### src/rtl/prores_pkg.sv
// prores_pkg: constants and types shared by the DC write path (dc_vlc_to_mem)
// and the DC fetch path. Both sides must agree on the block geometry, so
// neither side should define these values locally.
//   MAX_PIXEL_NUM     : coefficients per block
//   MAX_BLOCK_NUM_DEF : default DC buffer depth (2048-word frame / 64)
//   COEF_IDX_W        : width of the within-block coefficient index
//   dc_wr_state_t     : DC writer FSM states
package prores_pkg;

  localparam int MAX_PIXEL_NUM     = 64;
  localparam int MAX_BLOCK_NUM_DEF = 32;
  localparam int COEF_IDX_W        = $clog2(MAX_PIXEL_NUM);

  typedef enum logic [1:0] {
    IDLE = 2'd0,
    RUN  = 2'd1,
    DONE = 2'd2
  } dc_wr_state_t;

  // True when a requested frame does not fit in the DC buffer.
  function automatic logic blk_total_bad(input logic [31:0] total,
                                         input int          max_blocks);
    return total > 32'(max_blocks);
  endfunction

endpackage

### src/rtl/dc_vlc_to_mem_coef_block_counter.sv
// coef_block_counter: per-block beat counter shared by block-oriented
// coefficient consumers. Tracks the coefficient index (mod 64) and the block
// index, and flags the first beat of a block and the final beat of a frame.
// Ports:
//   clock, reset_n : clock, async active-low reset
//   clr_i          : clear both counters (frame start)
//   adv_i          : an accepted coefficient beat
//   blk_total_i    : blocks in the current frame
//   coef_first_o   : current beat is coefficient 0 of a block
//   last_beat_o    : current beat is coefficient 63 of the final block
//   blk_addr_o     : block index truncated to the buffer address width
module coef_block_counter
  import prores_pkg::*;
#(
  parameter int ADDR_W  = 5,
  parameter int TOTAL_W = 32
) (
  input  logic               clock,
  input  logic               reset_n,
  input  logic               clr_i,
  input  logic               adv_i,
  input  logic [TOTAL_W-1:0] blk_total_i,
  output logic               coef_first_o,
  output logic               last_beat_o,
  output logic [ADDR_W-1:0]  blk_addr_o
);

  // One extra bit on the block index so a full buffer does not alias to 0.
  localparam int BLK_W = ADDR_W + 1;
  localparam logic [COEF_IDX_W-1:0] COEF_LAST = COEF_IDX_W'(MAX_PIXEL_NUM - 1);

  logic [COEF_IDX_W-1:0] coef_idx_q, coef_idx_d;
  logic [BLK_W-1:0]      blk_idx_q, blk_idx_d;
  logic [TOTAL_W-1:0]    blk_final;
  logic                  coef_last;

  assign coef_first_o = (coef_idx_q == '0);
  assign coef_last    = (coef_idx_q == COEF_LAST);
  assign blk_final    = blk_total_i - TOTAL_W'(1);
  assign last_beat_o  = coef_last && (TOTAL_W'(blk_idx_q) == blk_final);
  assign blk_addr_o   = blk_idx_q[ADDR_W-1:0];

  always_comb begin
    coef_idx_d = coef_idx_q;
    blk_idx_d  = blk_idx_q;
    if (clr_i) begin
      coef_idx_d = '0;
      blk_idx_d  = '0;
    end else if (adv_i) begin
      coef_idx_d = coef_idx_q + COEF_IDX_W'(1);
      if (coef_last) begin
        blk_idx_d = blk_idx_q + BLK_W'(1);
      end
    end
  end

  always_ff @(posedge clock or negedge reset_n) begin
    if (!reset_n) begin
      coef_idx_q <= '0;
      blk_idx_q  <= '0;
    end else begin
      coef_idx_q <= coef_idx_d;
      blk_idx_q  <= blk_idx_d;
    end
  end

endmodule

### src/rtl/dc_vlc_to_mem.sv
// dc_vlc_to_mem: picks the DC (coefficient 0) out of a 64-per-block
// quantised coefficient stream and writes it to a dense DC buffer at
// word address = block index.
// Build option: define DC_DIFF_EN to write DC[n] - DC[n-1] (block 0 raw)
// instead of the raw DC.
// Ports:
//   clock, reset_n   : clock, async active-low reset
//   start, block_num : frame start pulse (IDLE only) and block count
//   in_valid/in_data : coefficient stream; in_ready high only in RUN
//   wr_en/addr/data  : registered DC buffer write port
//   busy             : RUN or DONE
//   done             : one-cycle frame end pulse
//   err              : sticky, block_num exceeded the buffer depth
//
// state | meaning
// IDLE  | waiting for start; also hosts the one-cycle skip for empty/bad frames
// RUN   | accepting coefficients, writing one DC per block
// DONE  | done pulse, back to IDLE next cycle
module dc_vlc_to_mem
  import prores_pkg::*;
#(
  parameter int MAX_BLOCK_NUM = MAX_BLOCK_NUM_DEF,
  parameter int DATA_W        = 32
) (
  input  logic                             clock,
  input  logic                             reset_n,
  input  logic                             start,
  input  logic [31:0]                      block_num,
  input  logic                             in_valid,
  input  logic [DATA_W-1:0]                in_data,
  output logic                             in_ready,
  output logic                             wr_en,
  output logic [$clog2(MAX_BLOCK_NUM)-1:0] wr_addr,
  output logic [DATA_W-1:0]                wr_data,
  output logic                             busy,
  output logic                             done,
  output logic                             err
);

  localparam int ADDR_W = $clog2(MAX_BLOCK_NUM);

  dc_wr_state_t      state_q, state_d;
  logic [31:0]       blk_total_q, blk_total_d;
  logic              err_q, err_d;
  logic              skip_q, skip_d;
  logic              wr_en_q, wr_en_d;
  logic [ADDR_W-1:0] wr_addr_q, wr_addr_d;
  logic [DATA_W-1:0] wr_data_q, wr_data_d;

  logic              frame_start;
  logic              beat;
  logic              dc_write;
  logic              coef_first;
  logic              last_beat;
  logic [ADDR_W-1:0] blk_addr;
  logic [DATA_W-1:0] dc_word;

  // skip_q blocks a second start while an empty/oversized frame is being
  // retired, so such a frame still answers with done two cycles after start.
  assign frame_start = (state_q == IDLE) && !skip_q && start;
  assign beat        = (state_q == RUN) && in_valid;
  assign dc_write    = beat && coef_first;

  coef_block_counter #(
    .ADDR_W  (ADDR_W),
    .TOTAL_W (32)
  ) u_cnt (
    .clock        (clock),
    .reset_n      (reset_n),
    .clr_i        (frame_start),
    .adv_i        (beat),
    .blk_total_i  (blk_total_q),
    .coef_first_o (coef_first),
    .last_beat_o  (last_beat),
    .blk_addr_o   (blk_addr)
  );

`ifdef DC_DIFF_EN
  logic [DATA_W-1:0] prev_dc_q, prev_dc_d;

  always_comb begin
    prev_dc_d = prev_dc_q;
    if (frame_start) begin
      prev_dc_d = '0;
    end else if (dc_write) begin
      prev_dc_d = in_data;
    end
  end

  always_ff @(posedge clock or negedge reset_n) begin
    if (!reset_n) begin
      prev_dc_q <= '0;
    end else begin
      prev_dc_q <= prev_dc_d;
    end
  end

  // prev_dc is zero for block 0, so the same subtract yields the raw DC there.
  assign dc_word = in_data - prev_dc_q;
`else
  assign dc_word = in_data;
`endif

  always_comb begin
    state_d     = state_q;
    blk_total_d = blk_total_q;
    err_d       = err_q;
    skip_d      = 1'b0;
    wr_en_d     = 1'b0;
    wr_addr_d   = wr_addr_q;
    wr_data_d   = wr_data_q;
    unique case (state_q)
      IDLE: begin
        if (skip_q) begin
          state_d = DONE;
        end else if (frame_start) begin
          blk_total_d = block_num;
          err_d       = blk_total_bad(block_num, MAX_BLOCK_NUM);
          if (block_num == 32'd0 || blk_total_bad(block_num, MAX_BLOCK_NUM)) begin
            skip_d = 1'b1;
          end else begin
            state_d = RUN;
          end
        end
      end
      RUN: begin
        if (dc_write) begin
          wr_en_d   = 1'b1;
          wr_addr_d = blk_addr;
          wr_data_d = dc_word;
        end
        if (beat && last_beat) begin
          state_d = DONE;
        end
      end
      DONE: begin
        state_d = IDLE;
      end
      default: begin
        state_d = IDLE;
      end
    endcase
  end

  always_ff @(posedge clock or negedge reset_n) begin
    if (!reset_n) begin
      state_q     <= IDLE;
      blk_total_q <= '0;
      err_q       <= 1'b0;
      skip_q      <= 1'b0;
      wr_en_q     <= 1'b0;
      wr_addr_q   <= '0;
      wr_data_q   <= '0;
    end else begin
      state_q     <= state_d;
      blk_total_q <= blk_total_d;
      err_q       <= err_d;
      skip_q      <= skip_d;
      wr_en_q     <= wr_en_d;
      wr_addr_q   <= wr_addr_d;
      wr_data_q   <= wr_data_d;
    end
  end

  assign in_ready = (state_q == RUN);
  assign busy     = (state_q == RUN) || (state_q == DONE);
  assign done     = (state_q == DONE);
  assign err      = err_q;
  assign wr_en    = wr_en_q;
  assign wr_addr  = wr_addr_q;
  assign wr_data  = wr_data_q;

endmodule

### config.mk
export PLATFORM = sky130hd
export DESIGN_NAME = dc_vlc_to_mem
export DESIGN_NICKNAME = d
export VERILOG_FILES = /design/src/rtl/prores_pkg.sv /design/src/rtl/dc_vlc_to_mem_coef_block_counter.sv /design/src/rtl/dc_vlc_to_mem.sv
export SDC_FILE = /design/constraint.sdc
export NUM_CORES = 1
export LEC_CHECK = 0
export ABC_AREA = 1
export BUFFER_PORTS_ARGS = -buffer_cell sky130_fd_sc_hd__buf_2
export CAP_MARGIN = 20
export CORE_UTILIZATION = 40
export DETAILED_ROUTE_END_ITERATION = 8
export PLACE_DENSITY = 0.62
export SLEW_MARGIN = 40
export SYNTH_ARGS = -nofsm -noshare
export SYNTH_HDL_FRONTEND = slang
export SYNTH_HIERARCHICAL = 1
export SYNTH_SLANG_ARGS = --single-unit
### constraint.sdc
create_clock -name clock -period 4 [get_ports clock]
set_clock_uncertainty 0.15 [all_clocks]
set_input_delay 0.2 -clock clock [delete_from_list [all_inputs] [get_ports clock]]
set_output_delay 0.2 -clock clock [all_outputs]
set_load 0.01 [all_outputs]
Word-level counts from Yosys, hierarchy flattened

Index checks and enable logic that the tools add are counted.

Multiplexer cells: 16
Bitwise gates (word level): 1
Magnitude comparators: 1
$add $sub $neg: 3
Equality and inequality tests: 7
Reduce and logical (&&, ||, !) cells: 18

Operator list:

| cell                                                           | number |
|---|---|
| equality test 6 x 32 -> 1 bit                                  | 1 |
| greater-than comparator 32 x 6 -> 1 bit, second input constant | 1 |
| zero test 32 bit                                               | 1 |
| subtractor 32 x 1 -> 32 bit, second input constant             | 1 |
| two-way mux 6 bit                                              | 5 |
| adder 6 x 1 -> 6 bit, second input constant                    | 2 |
| two-way mux 2 bit                                              | 4 |
| equality test 6 bit, second input constant                     | 1 |
| logical AND 1 bit                                              | 6 |
| zero test 6 bit                                                | 1 |
| two-way mux 1 bit                                              | 6 |
| != test 3 bit, second input constant                           | 2 |
| AND reduction 3 bit                                            | 2 |
| case mux 2 bit (2 select lines)                                | 1 |
| AND reduction 2 bit                                            | 2 |
| nonzero test 2 bit                                             | 2 |
| equality test 2 x 1 -> 1 bit, second input constant            | 1 |
| equality test 2 bit, second input constant                     | 1 |
| zero test 2 bit                                                | 1 |
| logical OR 1 bit                                               | 2 |
| != test 2 x 1 -> 1 bit, second input constant                  | 1 |
| zero test 1 bit                                                | 1 |
| inverter 1 bit                                                 | 1 |

Register bits: 86
Logic and storage cells: 55
Bits of input ports: 68

Logic depth before layout (Yosys ltp)

Gate-level depths: netlist of run 1.

Word-level depth: 6
Gate-level depth with buffers: 19
Depth with buffers taken out: 19

Cells and area by module

The synthesis of run 1 kept the hierarchy.

Modules (own cells, without submodules):

| module             | area an instance (um^2) | times used | cells an instance |
|---|---|---|---|
| dc_vlc_to_mem      | 3,034.2                 | 1          | 353 |
| coef_block_counter | 1,869.3                 | 1          | 349 |

Worst setup path after synthesis of run 1

OpenSTA, ideal clock, no wires.

Path kind: reg-to-reg
Start: reg state_q[0]
End: reg u_cnt.blk_idx_q[4]
Stages on the path, launching flop included: 15
Library setup time: 0.124 ns
Slack: 1.771 ns
Buffers on the path: 1
Arrival: 1.954 ns
Path through: dfrtp_1 > inv_1 > ha_1 > inv_1 > nor2_4 > nand2_2 > inv_2 > buf_4 > clkinv_1 > nand2_1 > nand2_1 > nor2_1 > nand2_1 > o21ai_0 > a21oi_1

Cells in the longest elaborated chain, start to end: 5
Elaborated cells on any way between the ends: 9
Those cells by class: eq/ne (1); mux (1); reduce/logical (7)

Ends and longest elaborated chain:

| what                              | RTL line                               | source |
|---|---|---|
| from (decl)                       | dc_vlc_to_mem.sv:42                    | `dc_wr_state_t state_q, state_d;` |
| from (signal assigned)            | dc_vlc_to_mem.sv:155                   | `state_q <= state_d;` |
| zero test 2 bit *                 | dc_vlc_to_mem.sv:60                    | `assign frame_start = (state_q == IDLE) && !skip_q && start;` |
| logical AND 1 bit * (2 in series) | dc_vlc_to_mem.sv:60                    |  |
| via frame_start                   | dc_vlc_to_mem.sv:50                    | `logic frame_start;` |
| nonzero test 2 bit (no line)      | -                                      |  |
| AND reduction 2 bit (no line)     | -                                      |  |
| to (signal assigned)              | dc_vlc_to_mem_coef_block_counter.sv:63 | `blk_idx_q <= blk_idx_d;` |
| to (decl)                         | dc_vlc_to_mem_coef_block_counter.sv:33 | `logic [BLK_W-1:0] blk_idx_q, blk_idx_d;` |

Mark *: on every way through the listed nets, which the timed path passes. The rest lies on a longest branch.
A chain may end at the register's enable or synchronous reset.

Final worst setup path of run 1

Start: reg state_q[0]
End: reg u_cnt.blk_idx_q[4]

Cells in the longest elaborated chain, start to end: 5
Elaborated cells on any way between the ends: 9
Those cells by class: eq/ne (1); mux (1); reduce/logical (7)

Ends and longest elaborated chain:

| what                            | RTL line |
|---|---|
| zero test 2 bit                 | dc_vlc_to_mem.sv:60 |
| logical AND 1 bit (2 in series) | dc_vlc_to_mem.sv:60 |
| nonzero test 2 bit (no line)    | - |
| AND reduction 2 bit (no line)   | - |

Parallel ways exist; a longest one is shown, timed or not.

==> results of run 1 <==
## cells in the mapped netlist (all sizes together)
| master | number | area share |
|---|---|---|
| or2 | 1 | 0.0013 |
| clkbuf | 2 | 0.0015 |
| clkinv | 4 | 0.0031 |
| buf | 17 | 0.024 |
| and2 | 1 | 0.0013 |
| dfrtp | 86 | 0.44 |
| nand2 | 321 | 0.25 |
| nor2 | 104 | 0.098 |
| nand4 | 6 | 0.0089 |
| o21a | 1 | 0.0015 |
| nand3 | 33 | 0.038 |
| nand3b | 2 | 0.0031 |
| xor2 | 4 | 0.0071 |
| o221ai | 1 | 0.0018 |
| o21ai | 26 | 0.027 |
| a21oi | 8 | 0.0082 |
| nor3 | 8 | 0.0082 |
| xnor2 | 2 | 0.0036 |
| a31oi | 2 | 0.0026 |
| o21bai | 1 | 0.0015 |
| a21o | 1 | 0.0015 |
| inv | 64 | 0.049 |
| ha | 7 | 0.018 |
## layer usage
metal,share of wire,vias up,routed length [µm],GRT usage
met5,0,-,0,0
met1,0.48,2144,6210,0.281
met2,0.44,147,5700,0.345
met4,0.014,0,176,0.0836
met3,0.060,14,770,0.0487
li1,-,2480,-,-
## sequential cells by signal, indices dropped and copies added, names as in the netlist
name              flops
state_q               2
u_cnt/blk_idx_q       6
skip_q                1
u_cnt/coef_idx_q      6
wr_en                 1
wr_data              32
blk_total_q          32
wr_addr               5
err                   1
## kinds of logic (layout without fill, tap and decap cells)
family,after synthesis,count (layout),share of synthesized area
XOR/XNOR,6,6,0.0107
buffers and inverters,87,260,0.0781
flip-flops,86,86,0.439
AO/OA/AOI/OAI,40,40,0.0436
adder cells (fa/ha/maj),7,7,0.0179
AND/OR/NAND/NOR,476,476,0.411
## critical path, delay by kind of cell (launching register included)
family,cells,cell delay [ps]
compound gates,2,200
fa+ha+maj,1,180
buf+inv,4,830
flops,1,400
simple gates,6,760
## placed cells by master, fill, tap and decap left out, drive strengths merged
cell | synthesis | final
nor2 | 104 | 104
and2 | 1 | 1
o21bai | 1 | 1
inv | 64 | 67
clkinv | 4 | 5
nand3b | 2 | 2
nand4 | 6 | 6
bufinv | 0 | 2
dlygate4sd3 | 0 | 65
ha | 7 | 7
clkbuf | 2 | 11
a31oi | 2 | 2
nand3 | 33 | 33
buf | 17 | 110
xnor2 | 2 | 2
o21a | 1 | 1
a21o | 1 | 1
xor2 | 4 | 4
dfrtp | 86 | 86
o21ai | 26 | 26
or2 | 1 | 1
nor3 | 8 | 8
a21oi | 8 | 8
o221ai | 1 | 1
nand2 | 321 | 321
## cell type report
cell class | count | area [µm²] | area share
Inverter | 68 | 255 | 0.0392
Clock buffer | 10 | 239 | 0.0367
Clock inverter | 6 | 100 | 0.0154
Sequential cell | 86 | 2150 | 0.330
Tap cell | 147 | 184 | 0.0282
Multi-Input combinational cell | 529 | 2370 | 0.363
Timing Repair Buffer | 176 | 1220 | 0.187
## power groups by stage
stage                     clock network [W]  logic [W]  registers [W]
final                              0.000951    0.00188        0.00159
after global routing                0.00101    0.00214        0.00165
after CTS                          0.000975    0.00187        0.00159
after detailed placement                  0    0.00182        0.00160
after global placement                    0    0.00178        0.00159
after floorplan                           0    0.00129        0.00159
## stage by stage
| step | instance area, µm² | cells | setup WS (ps) |
|---|---|---|---|
| final | 6520 | 1022 | 1360 |
| after global routing | 6520 | 1022 | 1050 |
| after CTS | 6520 | 1022 | 1370 |
| after detailed placement | 5530 | 941 | 1370 |
| after global placement | 5520 | 941 | 1470 |
| after floorplan | 4900 | 702 | 1770 |
## how the worst max path moves through the flow
stage	to	slack (ps)	cells after the start
2_1_floorplan	u_cnt/blk_idx_q[4]$_DFFE_PN0P_	1770	14
3_3_place_gp	u_cnt/blk_idx_q[4]$_DFFE_PN0P_	1470	13
3_5_place_dp	u_cnt/blk_idx_q[4]$_DFFE_PN0P_	1370	13
4_1_cts	u_cnt/blk_idx_q[4]$_DFFE_PN0P_	1370	13
5_1_grt	u_cnt/blk_idx_q[4]$_DFFE_PN0P_	1050	13
6_report	u_cnt/blk_idx_q[4]$_DFFE_PN0P_	1360	13
==> summary.md, run 1 <==
| Metric | Value |
|---|---|
| Grt ovf | `0` |
| Post_cts resized | `0` |
| Syn. warnings | `6` |
| CP required | `4080 ps` |
| Post-Route Setup TNS | `0 ps` |
| Die Y | `113 µm` |
| Hold endpoint | `state_q[0]$_DFFE_PN0P_` |
| TritonCTS clock tree | `built` |
| Final worst path period share | `0.660` |
| Number of setup buffers added after CTS | `0` |
| Number of DRC violations after detailed-routing iteration 0 | `310` |
| Worst Setup SP | `state_q[0]$_DFFE_PN0P_` |
| Port buffer count | `109` |
| Slew headroom | `0.544` |
| Gate power share | `0.424` |
| Worst Path Arrival | `2720 ps` |
| Final Setup Violations | `0` |
| Net Switching | `0.00191 W` |
| CTS HTree Levels | `3` |
| HP Start | `start` |
| FF-to-FF Start | `state_q[0]$_DFFE_PN0P_` |
| Crit-path max FO | `22` |
| Seq cells post-synth | `86` |
| Num ports | `110` |
| Most used cell, CP | `nand2_1` |
| Crit path time final | `2640 ps` |
| Largest net degree at the start of global routing | `87` |
| Final hold vios | `0` |
| Post-DR vias/cell | `4.68` |
| GRT Util Overall | `0.214` |
| Synth Net Count | `777` |
| Hold depth | `5` |
| Routed wire length | `12.9 mm` |
| Critical path class | `register to register` |
| Leakage | `3.55 nW` |
| First-pass GRT wire length | `21.4 mm` |
| Number of fillers in the final layout | `1,087` |
| Final Wtd Congestion | `0.870` |
| Hold Buf Count CTS | `65` |
| Clk sinks | `86` |
| Peak Freq | `0.379 GHz` |
| Root Driver | `clkbuf_16` |
| Routed vias | `4,785` |
| Outcome | `completed` |
| Clock Path Buffers | `2` |
| Power Density | `678 nW/µm²` |
| CP max stage cell | `dfrtp_1` |
| Die footprint | `12,700 µm²` |
| Hold WS | `137 ps` |
| Slowest Stage Delay on Critical Path | `400 ps` |
| Remaining DRCs | `0` |
| Post-DP HPWL | `8.69 mm` |
| Cell breakdown of the critical path | `inv_1, ha_1, inv_1, nor2_4, nand2_2, inv_2, clkinv_1, nand2_1, nand2_1, nor2_1, nand2_1, o21ai_0, a21oi_1` |
| Final core area utilization | `0.545` |
| ANT nets after route | `0` |
| Reg2reg setup slack | `1360 ps` |
| Clock transition at the registers of the reported paths | `70 ps` |
| RSZ-0062 raised after global routing | `no` |
| Drt pass-1 iters | `4` |
| Number of global-route vias before repair | `4,642` |
| P_int | `0.00251 W` |
| Share of cells above drive strength 1 | `0.186` |
| Area grow syn2layout | `32.9%` |
| Clk pwr share | `0.215` |
| Cell Area, Synth | `4900 µm²` |
| Initial Util | `0.410` |
| Peak supply drop | `374 µV` |
| Seq pwr share | `0.360` |
| Register area share after synthesis | `0.439` |
| Worst-Margin Slew | `684 ps` |
| Chip width | `113 µm` |
| Worst R2R Path Depth | `13` |
| Inserted Clock Buffers | `9` |
| Synth cell types | `35` |
| Row Count | `40` |
| Clock latency on the worst-skew pair | `350 ps` |
| Routed WL per cell | `12.6 µm` |
| Tightest Hold Check Type | `input pin to register` |
| Core area | `12,000 µm²` |
| CP startpoint kind | `register` |
| Max-slew violations | `0` |
| Nets | `945` |
| Post-Synthesis Cells | `702` |
| R2r endpoint | `u_cnt/blk_idx_q[4]$_DFFE_PN0P_` |
| Ant diodes | `0` |
| Antenna violations before repair | `0` |
| Max cap viols | `0` |
| Power Total | `0.00442 W` |
| Worst setup EP type | `register` |
| Avg Cell Area, Syn | `6.98 µm²` |
| Switching share of power | `0.432` |
(Power assumes the default switching activity.)
==> inputs of run 2 (changes only) <==
- PLACE_DENSITY: 0.62 -> 0.64
- clock period: 4 -> 2.3 ns (I/O delays scaled with it)
==> run 2 against run 1 <==
  * Utilization grew 2.1 points
  * Routed wire length grew 3.1%
  * Sequential power grew 71%
  * Global-route usage grew 0.31 points
  * Power grew 77%
  * Sequential cell count is the same
  * Via count grew 2.0%
  * Largest cell class unchanged
  * Critical endpoint is now state_q[1]$_DFFE_PN0P_
  * Die area is the same
  * Critical path depth grew 4
  * Worst setup slack lost 1400 ps
  * Clock power grew 43%
  * Highest routed layer unchanged
  * Final cell count grew 2.5%
==> summary.md, run 2 (synthesized netlist as in run 1, its figures left out) <==
| Metric | Value |
|---|---|
| Die footprint | `12,700 µm²` |
| Final Wtd Congestion | `0.901` |
| Grt ovf | `0` |
| Leakage | `3.65 nW` |
| Cell breakdown of the critical path | `inv_2, ha_4, nand3_4, nor2_8, nand3_2, nand2_1, nand2_1, nor2_1, nand2_1, nor2_1, nand2_1, nor2_2, nand2_1, nand2_2, nand2_2, nand2_1, nand2_1` |
| Critical path class | `register to register` |
| Row Count | `40` |
| Die Y | `113 µm` |
| Peak Freq | `0.437 GHz` |
| Clock Path Buffers | `2` |
| Most common cell after layout, fill and taps aside | `nand2_1` |
| CP startpoint kind | `register` |
| Antenna violations before repair | `0` |
| Met3 wire len | `682 µm` |
| Routed WL per cell | `12.7 µm` |
| ANT nets after route | `0` |
| Commonest cells after routing, fill and taps aside | `nand2_1, buf_2, dfrtp_1, nor2_1, dlygate4sd3_1` |
| Port buffer count | `109` |
| Number of global-route vias before repair | `4,581` |
| Initial Util | `0.410` |
| CTS HTree Levels | `3` |
| TritonCTS clock tree | `built` |
| Max-slew violations | `0` |
| Number of DRC violations after detailed-routing iteration 0 | `316` |
| Slowest Stage Delay on Critical Path | `400 ps` |
| Met1 WL | `6.40 mm` |
| Core area | `12,000 µm²` |
| Tightest Hold Check Type | `input pin to register` |
| Routed vias | `4,881` |
| Post-DR vias/cell | `4.66` |
| Worst setup EP type | `register` |
| CP max stage cell | `dfrtp_1` |
| RSZ-0062 raised after global routing | `yes` |
| Crit path max-delay family | `simple AND/OR/NAND/NOR gates` |
| Drt pass-1 iters | `4` |
| Slew headroom | `0.673` |
| Clock transition at the registers of the reported paths | `60 ps` |
| Power Density | `1160 nW/µm²` |
| Remaining DRCs | `0` |
| Routed wire length | `13.3 mm` |
| Num ports | `110` |
| Max cap viols | `0` |
| Final core area utilization | `0.566` |
| Crit-path max FO | `7` |
| Final worst path period share | `0.996` |
| Worst-Margin Slew | `490 ps` |
| DR top layer | `met4` |
| Inserted Clock Buffers | `9` |
| Peak supply drop | `533 µV` |
| CP required | `2390 ps` |
| Nets | `971` |
| Metal2 WL | `6.06 mm` |
| Final Setup Violations | `0` |
| Crit path time final | `2290 ps` |
| Area grow syn2layout | `38.0%` |
| Share of cells above drive strength 1 | `0.229` |
| GRT Util Overall | `0.217` |
| Outcome | `completed` |
| Worst Path Arrival | `2380 ps` |
| Ant diodes | `0` |
| First-pass GRT wire length | `21.7 mm` |
| Worst path buffer plus inverter count | `1` |
| Final hold vios | `0` |
| Most used cell, CP | `nand2_1` |
| Post-DP HPWL | `9.31 mm` |
| Chip width | `113 µm` |
| Clk sinks | `86` |
| Root Driver | `clkbuf_16` |
| Post-Route Setup TNS | `0 ps` |
| Clock latency on the worst-skew pair | `350 ps` |
| Largest net degree at the start of global routing | `53` |
run 2: cell types whose count changed in the layout (fill, tap and decap cells not counted), sizes merged:
cell,change
clkbuf,-2
bufinv,-2
buf,+27
clkinvlp,+3
run 2: final cells by class:
class	instances	area (µm²)
Clock inverter	7	53.8
Multi-Input combinational cell	529	2460
Inverter	68	255
Timing Repair Buffer	202	1440
Fill cell	1079	5190
Clock buffer	9	225
Tap cell	147	184
Sequential cell	86	2150
run 2: path summary, 6_finish.rpt:
kind,cells past startpoint,slack (ps),from,to
max,17,9,blk_total_q[0]$_DFFE_PN0P_,state_q[1]$_DFFE_PN0P_
min in group asynchronous,2,140,reset_n,wr_data[17]$_DFFE_PN0P_
max in group asynchronous,3,1200,reset_n,blk_total_q[3]$_DFFE_PN0P_
min reg2reg,2,320,wr_data[13]$_DFFE_PN0P_,wr_data[13]$_DFFE_PN0P_
min,5,30,in_valid,state_q[0]$_DFFE_PN0P_
max reg2reg,17,9,blk_total_q[0]$_DFFE_PN0P_,state_q[1]$_DFFE_PN0P_
run 2: per-layer routing:
| layer | GRT usage | up-vias |
|---|---|---|
| li1 | - | 2538 |
| met1 | 0.289 | 2201 |
| met2 | 0.361 | 129 |
| met3 | 0.0434 | 13 |
| met4 | 0.0587 | 0 |
| met5 | 0 | - |
run 2: power by group:
group	internal, W	switching (W)	total (W)
Clock	0.000740	0.000624	0.00136
Combinational	0.00151	0.00225	0.00376
Sequential	0.00214	0.000577	0.00272
Total	0.00440	0.00345	0.00784
run 2: repair_timing:
item                                    in CTS  in global routing
hold buffers                                65                  0
endpoints found under the setup margin       2                  2
setup buffers                                2                  5
gates resized for setup                      7                 20
pin swaps                                    2                  8
hold endpoints to repair                    99                  0
run 2: worst register-to-register path: stages, from the launching register on:
cell and delay (ps):
dfrtp_1 400, inv_2 110, ha_4 170, nand3_4 140
nor2_8 200, nand3_2 100, nand2_1 60, nand2_1 80
nor2_1 110, nand2_1 60, nor2_1 120, nand2_1 70
nor2_2 100, nand2_1 80, nand2_2 90, nand2_2 60
nand2_1 50, nand2_1 50
run 2: metrics by stage:
stage               total power [W]  hold slack (ps)  std cells  area [µm²]  worst slack, ps
floorplan                   0.00501             -331        702        4900             71.4
global placement            0.00611            -54.7        960        5690            -77.6
detailed placement          0.00617            -46.6        960        5690             -127
CTS                         0.00772             22.6       1043        6670            0.341
global route                0.00855             52.8       1048        6770             -150
finish                      0.00784             31.8       1048        6770             9.27
